### config.mk
export PLATFORM = sky130hd
export DESIGN_NAME = mem_io_bridge
export DESIGN_NICKNAME = d
export VERILOG_FILES = /design/src/rtl/mem_map_pkg.sv /design/src/rtl/tx_fifo.sv /design/src/rtl/mem_io_bridge.sv
export SDC_FILE = /design/constraint.sdc
export NUM_CORES = 2
export LEC_CHECK = 0
export ABC_AREA = 1
export ABC_CLOCK_PERIOD_IN_PS = 3600
export CAP_MARGIN = 10
export CORE_ASPECT_RATIO = 0.5
export CORE_MARGIN = 2
export CORE_UTILIZATION = 25
export DETAILED_ROUTE_END_ITERATION = 8
export GPL_TIMING_DRIVEN = 0
export MAX_ROUTING_LAYER = met4
export PLACE_DENSITY_LB_ADDON = 0.2
export SYNTH_ARGS = -nofsm -noshare
export SYNTH_HDL_FRONTEND = slang
export SYNTH_SLANG_ARGS = --single-unit
### constraint.sdc
create_clock -name clk_i -period 3.6 [get_ports clk_i]
set_input_delay 0.54 -clock clk_i [delete_from_list [all_inputs] [get_ports clk_i]]
set_output_delay 0.54 -clock clk_i [all_outputs]
set_load 0.05 [all_outputs]
### src/rtl/mem_map_pkg.sv
// Address map, STATUS layout and TX FIFO sizing shared by the memory/IO bridge
// and its TX FIFO.
package mem_map_pkg;
  localparam logic [31:0] MMIO_LED_ADDR    = 32'hFFFF_0000;
  localparam logic [31:0] MMIO_TXDATA_ADDR = 32'hFFFF_0004;
  localparam logic [31:0] MMIO_STATUS_ADDR = 32'hFFFF_0008;
  localparam logic [31:0] MMIO_CYCLES_ADDR = 32'hFFFF_000C;

  localparam int STATUS_FULL_BIT  = 0;
  localparam int STATUS_EMPTY_BIT = 1;
  localparam int STATUS_COUNT_LSB = 2;
  localparam int STATUS_COUNT_W   = 3;
  localparam int STATUS_OVF_BIT   = 5;

  localparam int TX_FIFO_DEPTH = 4;
  localparam int TX_PTR_W      = 2;
  localparam int TX_CNT_W      = 3;

  localparam logic [31:0] UNMAPPED_RDATA = 32'h0000_0000;
endpackage

### src/rtl/tx_fifo.sv
// Four-entry byte FIFO feeding the TX consumer. Handshake: a byte transfers on
// a rising edge where valid (!empty_o) and ready (pop_i) are both high.
module tx_fifo
  import mem_map_pkg::*;
(
  input  logic                clk_i,
  input  logic                reset_i,
  input  logic                push_i,
  input  logic [7:0]          push_data_i,
  input  logic                pop_i,
  output logic [7:0]          data_o,
  output logic                full_o,
  output logic                empty_o,
  output logic [TX_CNT_W-1:0] count_o
);
  logic [7:0]          mem_q [TX_FIFO_DEPTH];
  logic [7:0]          mem_d [TX_FIFO_DEPTH];
  logic [TX_PTR_W-1:0] rd_ptr_q, rd_ptr_d;
  logic [TX_PTR_W-1:0] wr_ptr_q, wr_ptr_d;
  logic [TX_CNT_W-1:0] count_q, count_d;
  logic                do_push, do_pop;

  assign full_o  = (count_q == TX_CNT_W'(TX_FIFO_DEPTH));
  assign empty_o = (count_q == '0);
  assign count_o = count_q;
  assign data_o  = mem_q[rd_ptr_q];

  // Fullness is judged on the start-of-cycle count, so a pop never makes room
  // for a push on the same edge.
  assign do_push = push_i && !full_o;
  assign do_pop  = pop_i && !empty_o;

  always_comb begin
    mem_d    = mem_q;
    rd_ptr_d = rd_ptr_q;
    wr_ptr_d = wr_ptr_q;
    count_d  = count_q + TX_CNT_W'(do_push) - TX_CNT_W'(do_pop);
    if (do_push) begin
      mem_d[wr_ptr_q] = push_data_i;
      wr_ptr_d        = wr_ptr_q + TX_PTR_W'(1);
    end
    if (do_pop) begin
      rd_ptr_d = rd_ptr_q + TX_PTR_W'(1);
    end
  end

  always_ff @(posedge clk_i) begin
    if (reset_i) begin
      rd_ptr_q <= '0;
      wr_ptr_q <= '0;
      count_q  <= '0;
    end else begin
      rd_ptr_q <= rd_ptr_d;
      wr_ptr_q <= wr_ptr_d;
      count_q  <= count_d;
    end
  end

  always_ff @(posedge clk_i) begin
    mem_q <= mem_d;
  end
endmodule

### src/rtl/mem_io_bridge.sv
// Single-cycle data-memory port for a small core: word RAM at address 0 plus
// LED, TX FIFO, STATUS and free-running cycle counter registers at 0xFFFF_0000.
module mem_io_bridge
  import mem_map_pkg::*;
#(
  parameter int RAM_WORDS = 64
) (
  input  logic        clk_i,
  input  logic        reset_i,
  input  logic        enable_wmem_i,
  input  logic [31:0] addr_i32,
  input  logic [31:0] write_data_i32,
  output logic [31:0] read_data_o32,
  output logic [7:0]  led_o8,
  output logic [7:0]  tx_data_o8,
  output logic        tx_valid_o,
  input  logic        tx_ready_i
);
  localparam int RAM_AW = $clog2(RAM_WORDS);

  logic [31:0]         ram_q [RAM_WORDS];
  logic [RAM_AW-1:0]   ram_idx;
  logic                sel_ram, sel_led, sel_txdata, sel_status, sel_cycles;
  logic [7:0]          led_q, led_d;
  logic                ovf_q, ovf_d;
  logic [31:0]         cycles_q, cycles_d;
  logic [31:0]         status_word;
  logic                fifo_push, fifo_pop, fifo_full, fifo_empty;
  logic [TX_CNT_W-1:0] fifo_count;
  logic                unused_addr_bits;

  // Byte lanes are not decoded: every access is a full word.
  assign unused_addr_bits = ^addr_i32[1:0];
  assign ram_idx    = addr_i32[RAM_AW+1:2];
  assign sel_ram    = (addr_i32[31:RAM_AW+2] == '0);
  assign sel_led    = (addr_i32[31:2] == MMIO_LED_ADDR[31:2]);
  assign sel_txdata = (addr_i32[31:2] == MMIO_TXDATA_ADDR[31:2]);
  assign sel_status = (addr_i32[31:2] == MMIO_STATUS_ADDR[31:2]);
  assign sel_cycles = (addr_i32[31:2] == MMIO_CYCLES_ADDR[31:2]);

  assign fifo_push  = enable_wmem_i && sel_txdata && !fifo_full;
  assign fifo_pop   = tx_valid_o && tx_ready_i;
  assign tx_valid_o = !fifo_empty;
  assign led_o8     = led_q;

  tx_fifo u_tx_fifo (
    .clk_i       (clk_i),
    .reset_i     (reset_i),
    .push_i      (fifo_push),
    .push_data_i (write_data_i32[7:0]),
    .pop_i       (fifo_pop),
    .data_o      (tx_data_o8),
    .full_o      (fifo_full),
    .empty_o     (fifo_empty),
    .count_o     (fifo_count)
  );

  always_comb begin
    status_word                                     = '0;
    status_word[STATUS_FULL_BIT]                    = fifo_full;
    status_word[STATUS_EMPTY_BIT]                   = fifo_empty;
    status_word[STATUS_COUNT_LSB +: STATUS_COUNT_W] = fifo_count;
    status_word[STATUS_OVF_BIT]                     = ovf_q;
  end

  always_comb begin
    read_data_o32 = UNMAPPED_RDATA;
    if (sel_ram)         read_data_o32 = ram_q[ram_idx];
    else if (sel_led)    read_data_o32 = {24'h0, led_q};
    else if (sel_txdata) read_data_o32 = 32'h0;
    else if (sel_status) read_data_o32 = status_word;
    else if (sel_cycles) read_data_o32 = cycles_q;
  end

  // A dropped TXDATA write is applied after the STATUS clear so it wins.
  always_comb begin
    led_d    = led_q;
    ovf_d    = ovf_q;
    cycles_d = cycles_q + 32'd1;
    if (enable_wmem_i) begin
      if (sel_led)                 led_d    = write_data_i32[7:0];
      if (sel_status)              ovf_d    = 1'b0;
      if (sel_txdata && fifo_full) ovf_d    = 1'b1;
      if (sel_cycles)              cycles_d = 32'h0;
    end
  end

  always_ff @(posedge clk_i) begin
    if (reset_i) begin
      led_q    <= '0;
      ovf_q    <= 1'b0;
      cycles_q <= '0;
    end else begin
      led_q    <= led_d;
      ovf_q    <= ovf_d;
      cycles_q <= cycles_d;
    end
  end

  always_ff @(posedge clk_i) begin
    if (!reset_i && enable_wmem_i && sel_ram) begin
      ram_q[ram_idx] <= write_data_i32;
    end
  end
endmodule

==> run summary <==
The leading cell type by number of instances after synthesis was sky130_fd_sc_hd__nand2_1. The final antenna-violating net count is 0, and the final critical-path share of the clock period is 1.01. Dividing total power by cell area gives a power density of 495 mW/mm2. The worst-case IR drop observed on VDD is 424 uV. Port buffering added 111 buffers. The detailed-routing iteration count for the pre-antenna-repair pass is 6.

For the total half-perimeter wirelength after legalization and detailed placement, the log shows 273 mm. The flip-flop cell with the highest count after synthesis is sky130_fd_sc_hd__edfxtp_1. The flow ran to the end, but the final reports show violations.

The run gives 0 as the count of warnings emitted by yosys. After synthesis the netlist holds a flip-flop and latch count of 2,128. The checks that failed: negative setup slack. The share of the synthesized area in compound gates (AO/OA/AOI/OAI) is 0.00639, and the number of antenna violations at the first check in global routing is 43. Area enclosed by the die boundary: 0.365 mm2. Entering global routing, the biggest net connects 68 pins.

The via count of the first global-routing pass is 61,200, and the simple-gate area share of the yosys netlist is 0.261. After detailed routing, the average wire length per cell comes to 26.7 um. In this run, synthesis inferred 2,080 flip-flops with an integrated enable. The tools report the number of library cell types mapped by synthesis as 31. The final setup slack of the worst path was -0.0503 ns.

The worst-case headroom to the max-slew limit is 0.251. The placed cell count is 14,000. The clock-pin slew of the registers on the worst-case setup and hold paths was 0.06 ns; the final non-filler cell area was 0.110 mm2. For this run, the post-layout net count is 9,610. The die boundary width works out to 853 um.

The via count is 67,500. Setup repair after global routing could not meet its margin everywhere. In the routed layout, each cell is associated on average with a via count of 4.66. The shortest clock period the worst path allows after layout is 3.65 ns.

The share of post-route cells with drive strength above 1 was 0.127. In this run the standard cell core region covers 0.358 mm2. The routed wire length came out at 387 mm. The share of the core filled with cells was 0.309; the count of pins over their slew limit was 0. For the number of buffers created by CTS, the log shows 226. The clock skew was 0.0109 ns. The share of total power in the clock network came out at 0.415. The tools report the number of standard cells in the layout, taps in and fillers out as 14,500.

The logs give 1.01 for the last weighted congestion value of the routability-driven placer and 0.211 for the all-layer global routing usage. For the count of final setup violators, the log shows 30. The cell area that synthesis handed to floorplanning was 0.0900 mm2. The xor/xnor cell area share of the yosys netlist was 0.00165; the highest achievable clock rate was 274 MHz. The cell accounting for the most synthesized area was sky130_fd_sc_hd__edfxtp_1. The share of synthesized registers carrying an async set or reset was 0. In this run the count of I/O pins placed on the die edge is 117. The first global-routing pass estimated 522 mm of wire. Summing all placed instances gives a cell area of 0.101 mm2.

The die height is 428 um. The tool flagged a number of max-cap violations equal to 0. Internal power comes to 0.0408 W. The clock reaches the later pin of the worst-skew pair after 0.91 ns. The number of failing hold endpoints at the final stage is 0.

STA classifies the critical path startpoint as an input pin. The switching share of total power came out at 0.253. The worst slack at placement was -2.57 ns; the portion of total power attributed to sequential cells was 0.498.

The tools report the combinational share of power as 0.087. The synthesized instance count came out at 8,973. The run gives 9,431 as the initial detailed-routing violation count. The root buffer cell chosen for the clock tree is sky130_fd_sc_hd__clkbuf_16.

At the worst endpoint, the arrival time is 4.25 ns. From synthesis to final layout, the design area changed by 22.6%. For the share of synthesized area occupied by flip-flops and latches, the log shows 0.705. For this design the static power due to leakage is 44.5 nW. The type of element capturing the critical path is a register.

Each instance of the synthesized netlist takes up on average 10.0 um2. The data required time of the worst path is 4.20 ns. The multiplexer share of the synthesized area is 0. The path class of the tightest hold or removal check is in -> reg.

The clock drives 2,128 sinks. TritonCTS built the clock tree. The critical setup path kind is in -> reg.

The number of nets in the synthesized netlist is 9,049. By area, the combinational part of the netlist is dominated by simple AND/OR/NAND/NOR gates. The clock tree synthesis step divided the H-tree into 4 levels. The switching power total is 0.0138 W, and the row count is 155.

The starting utilization of the core area was 0.252; the slew at the pin with the worst max-slew slack was 1.12 ns. For the count of unresolved DRC violations after routing, the log shows 0. For this run the aggregate overflow at the end of global routing stands at 0. Ranked by total cell area, the synthesized netlist is headed by sky130_fd_sc_hd__edfxtp_1 (69%), sky130_fd_sc_hd__nand2_1 (24%), sky130_fd_sc_hd__buf_2 (1.2%).

Largest fanout of any net on the critical path: 11. The adder-cell area share of the yosys netlist came out at 0.00120. By count the netlist is led by sky130_fd_sc_hd__nand2_1 (5,773), sky130_fd_sc_hd__edfxtp_1 (2,080), sky130_fd_sc_hd__nor2_1 (247).

The share of the synthesized area in the top cell type came out at 0.694. The clock passes through at most 4 buffers.
## flip-flops by register name, indices dropped and copies added (netlist names)
signal and cells:
cycles_q 32, led_o8 8, ovf_q 1, ram_q 2048, u_tx_fifo.count_o 3, u_tx_fifo.mem_q 32, u_tx_fifo.rd_ptr_q 2, u_tx_fifo.wr_ptr_q 2
## metal layers
| metal | vias to the layer above | global-route usage | share of wire |
|---|---|---|---|
| met5 | - | - | 0 |
| met2 | 3111 | 0.298 | 0.42 |
| met4 | 0 | 0.0771 | 0.043 |
| li1 | 30300 | - | - |
| met3 | 587 | 0.0418 | 0.093 |
| met1 | 33500 | 0.300 | 0.45 |
## cells by family after synthesis
kind of cell / Yosys count
compound gates: 113
xor+xnor: 17
fa+ha+maj: 8
buf+inv: 534
flops: 2128
simple gates: 6173
## layout make-up
type                    instances  area (um2)
fillers                     36900      247000
flip-flops and latches       2128       63400
repair buffers                335        5040
clock inverters               109         880
inverters                      94         368
plain buffers                 438        3180
multi-input cells            6311       25500
clock buffers                 288        5930
diodes                         11        27.5
well taps                    4788        5990
## placed cells by master (no fill, tap or decap), drive strengths merged
| cell | n |
|---|---|
| a21oi | 54 |
| and3 | 1 |
| buf | 528 |
| bufbuf | 1 |
| bufinv | 13 |
| clkbuf | 482 |
| clkdlybuf4s15 | 2 |
| clkdlybuf4s18 | 1 |
| clkdlybuf4s50 | 35 |
| clkinv | 90 |
| clkinvlp | 8 |
| dfxtp | 48 |
| diode | 11 |
| dlygate4sd2 | 2 |
| dlygate4sd3 | 10 |
| edfxtp | 2080 |
| fa | 1 |
| ha | 7 |
| inv | 92 |
| nand2 | 5773 |
| nand3 | 48 |
| nand3b | 1 |
| nand4 | 55 |
| nor2 | 249 |
| nor3 | 36 |
| nor3b | 2 |
| nor4 | 2 |
| o21ai | 51 |
| o22ai | 8 |
| or2 | 6 |
| xnor2 | 9 |
| xor2 | 8 |
## stage by stage
| step | hold WS (ns) | total power [W] | setup TNS, ns |
|---|---|---|---|
| 5_1_grt | 0.0286 | 0.0561 | -0.0236 |
| 6_report | 0.0606 | 0.0546 | -0.847 |
| 2_1_floorplan | 0.417 | 0.0297 | 0 |
| 3_3_place_gp | 0.429 | 0.0321 | - |
| 4_1_cts | 0.00782 | 0.0548 | 0 |
| 3_5_place_dp | 0.455 | 0.0321 | -2632.24 |
## final timing paths
kind	start	end	slack (ns)	cells after the start
worst max-delay path	addr_i32[11]	ram_q[2][23]	-0.05	9
worst min register to register	cycles_q[0]	cycles_q[0]	0.46	1
worst max register to register	u_tx_fifo.count_o[1]	u_tx_fifo.count_o[2]	1.48	11
worst min-delay path	write_data_i32[30]	ram_q[45][30]	0.06	1
## repair_timing
action                                   CTS  global route
pin swaps                                 23             7
buffers inserted                          51            15
hold endpoints to repair                  63             0
hold buffers                              10             0
endpoints found under the setup margin  1845           297
resized for setup                        880           100
gates cloned                               4             0
## worst max-delay path, stage by stage
cell	delay, ns
sky130_fd_sc_hd__clkdlybuf4s50_1	0.41
sky130_fd_sc_hd__nor2_2	0.13
sky130_fd_sc_hd__nand2_1	0.10
sky130_fd_sc_hd__nor2_4	0.25
sky130_fd_sc_hd__nand3_4	0.24
sky130_fd_sc_hd__nor3_4	0.56
sky130_fd_sc_hd__nand2_1	0.66
sky130_fd_sc_hd__nor2_4	1.04
sky130_fd_sc_hd__buf_16	0.26
## power by group through the flow
stage / clock network (W) / logic [W] / registers (W)
2_1_floorplan: 0 / 0.00194 / 0.0277
3_3_place_gp: 0 / 0.00424 / 0.0279
5_1_grt: 0.0239 / 0.00500 / 0.0272
4_1_cts: 0.0229 / 0.00464 / 0.0272
3_5_place_dp: 0 / 0.00439 / 0.0277
6_report: 0.0227 / 0.00473 / 0.0272
No activity file was read; power rests on OpenSTA's default activity.
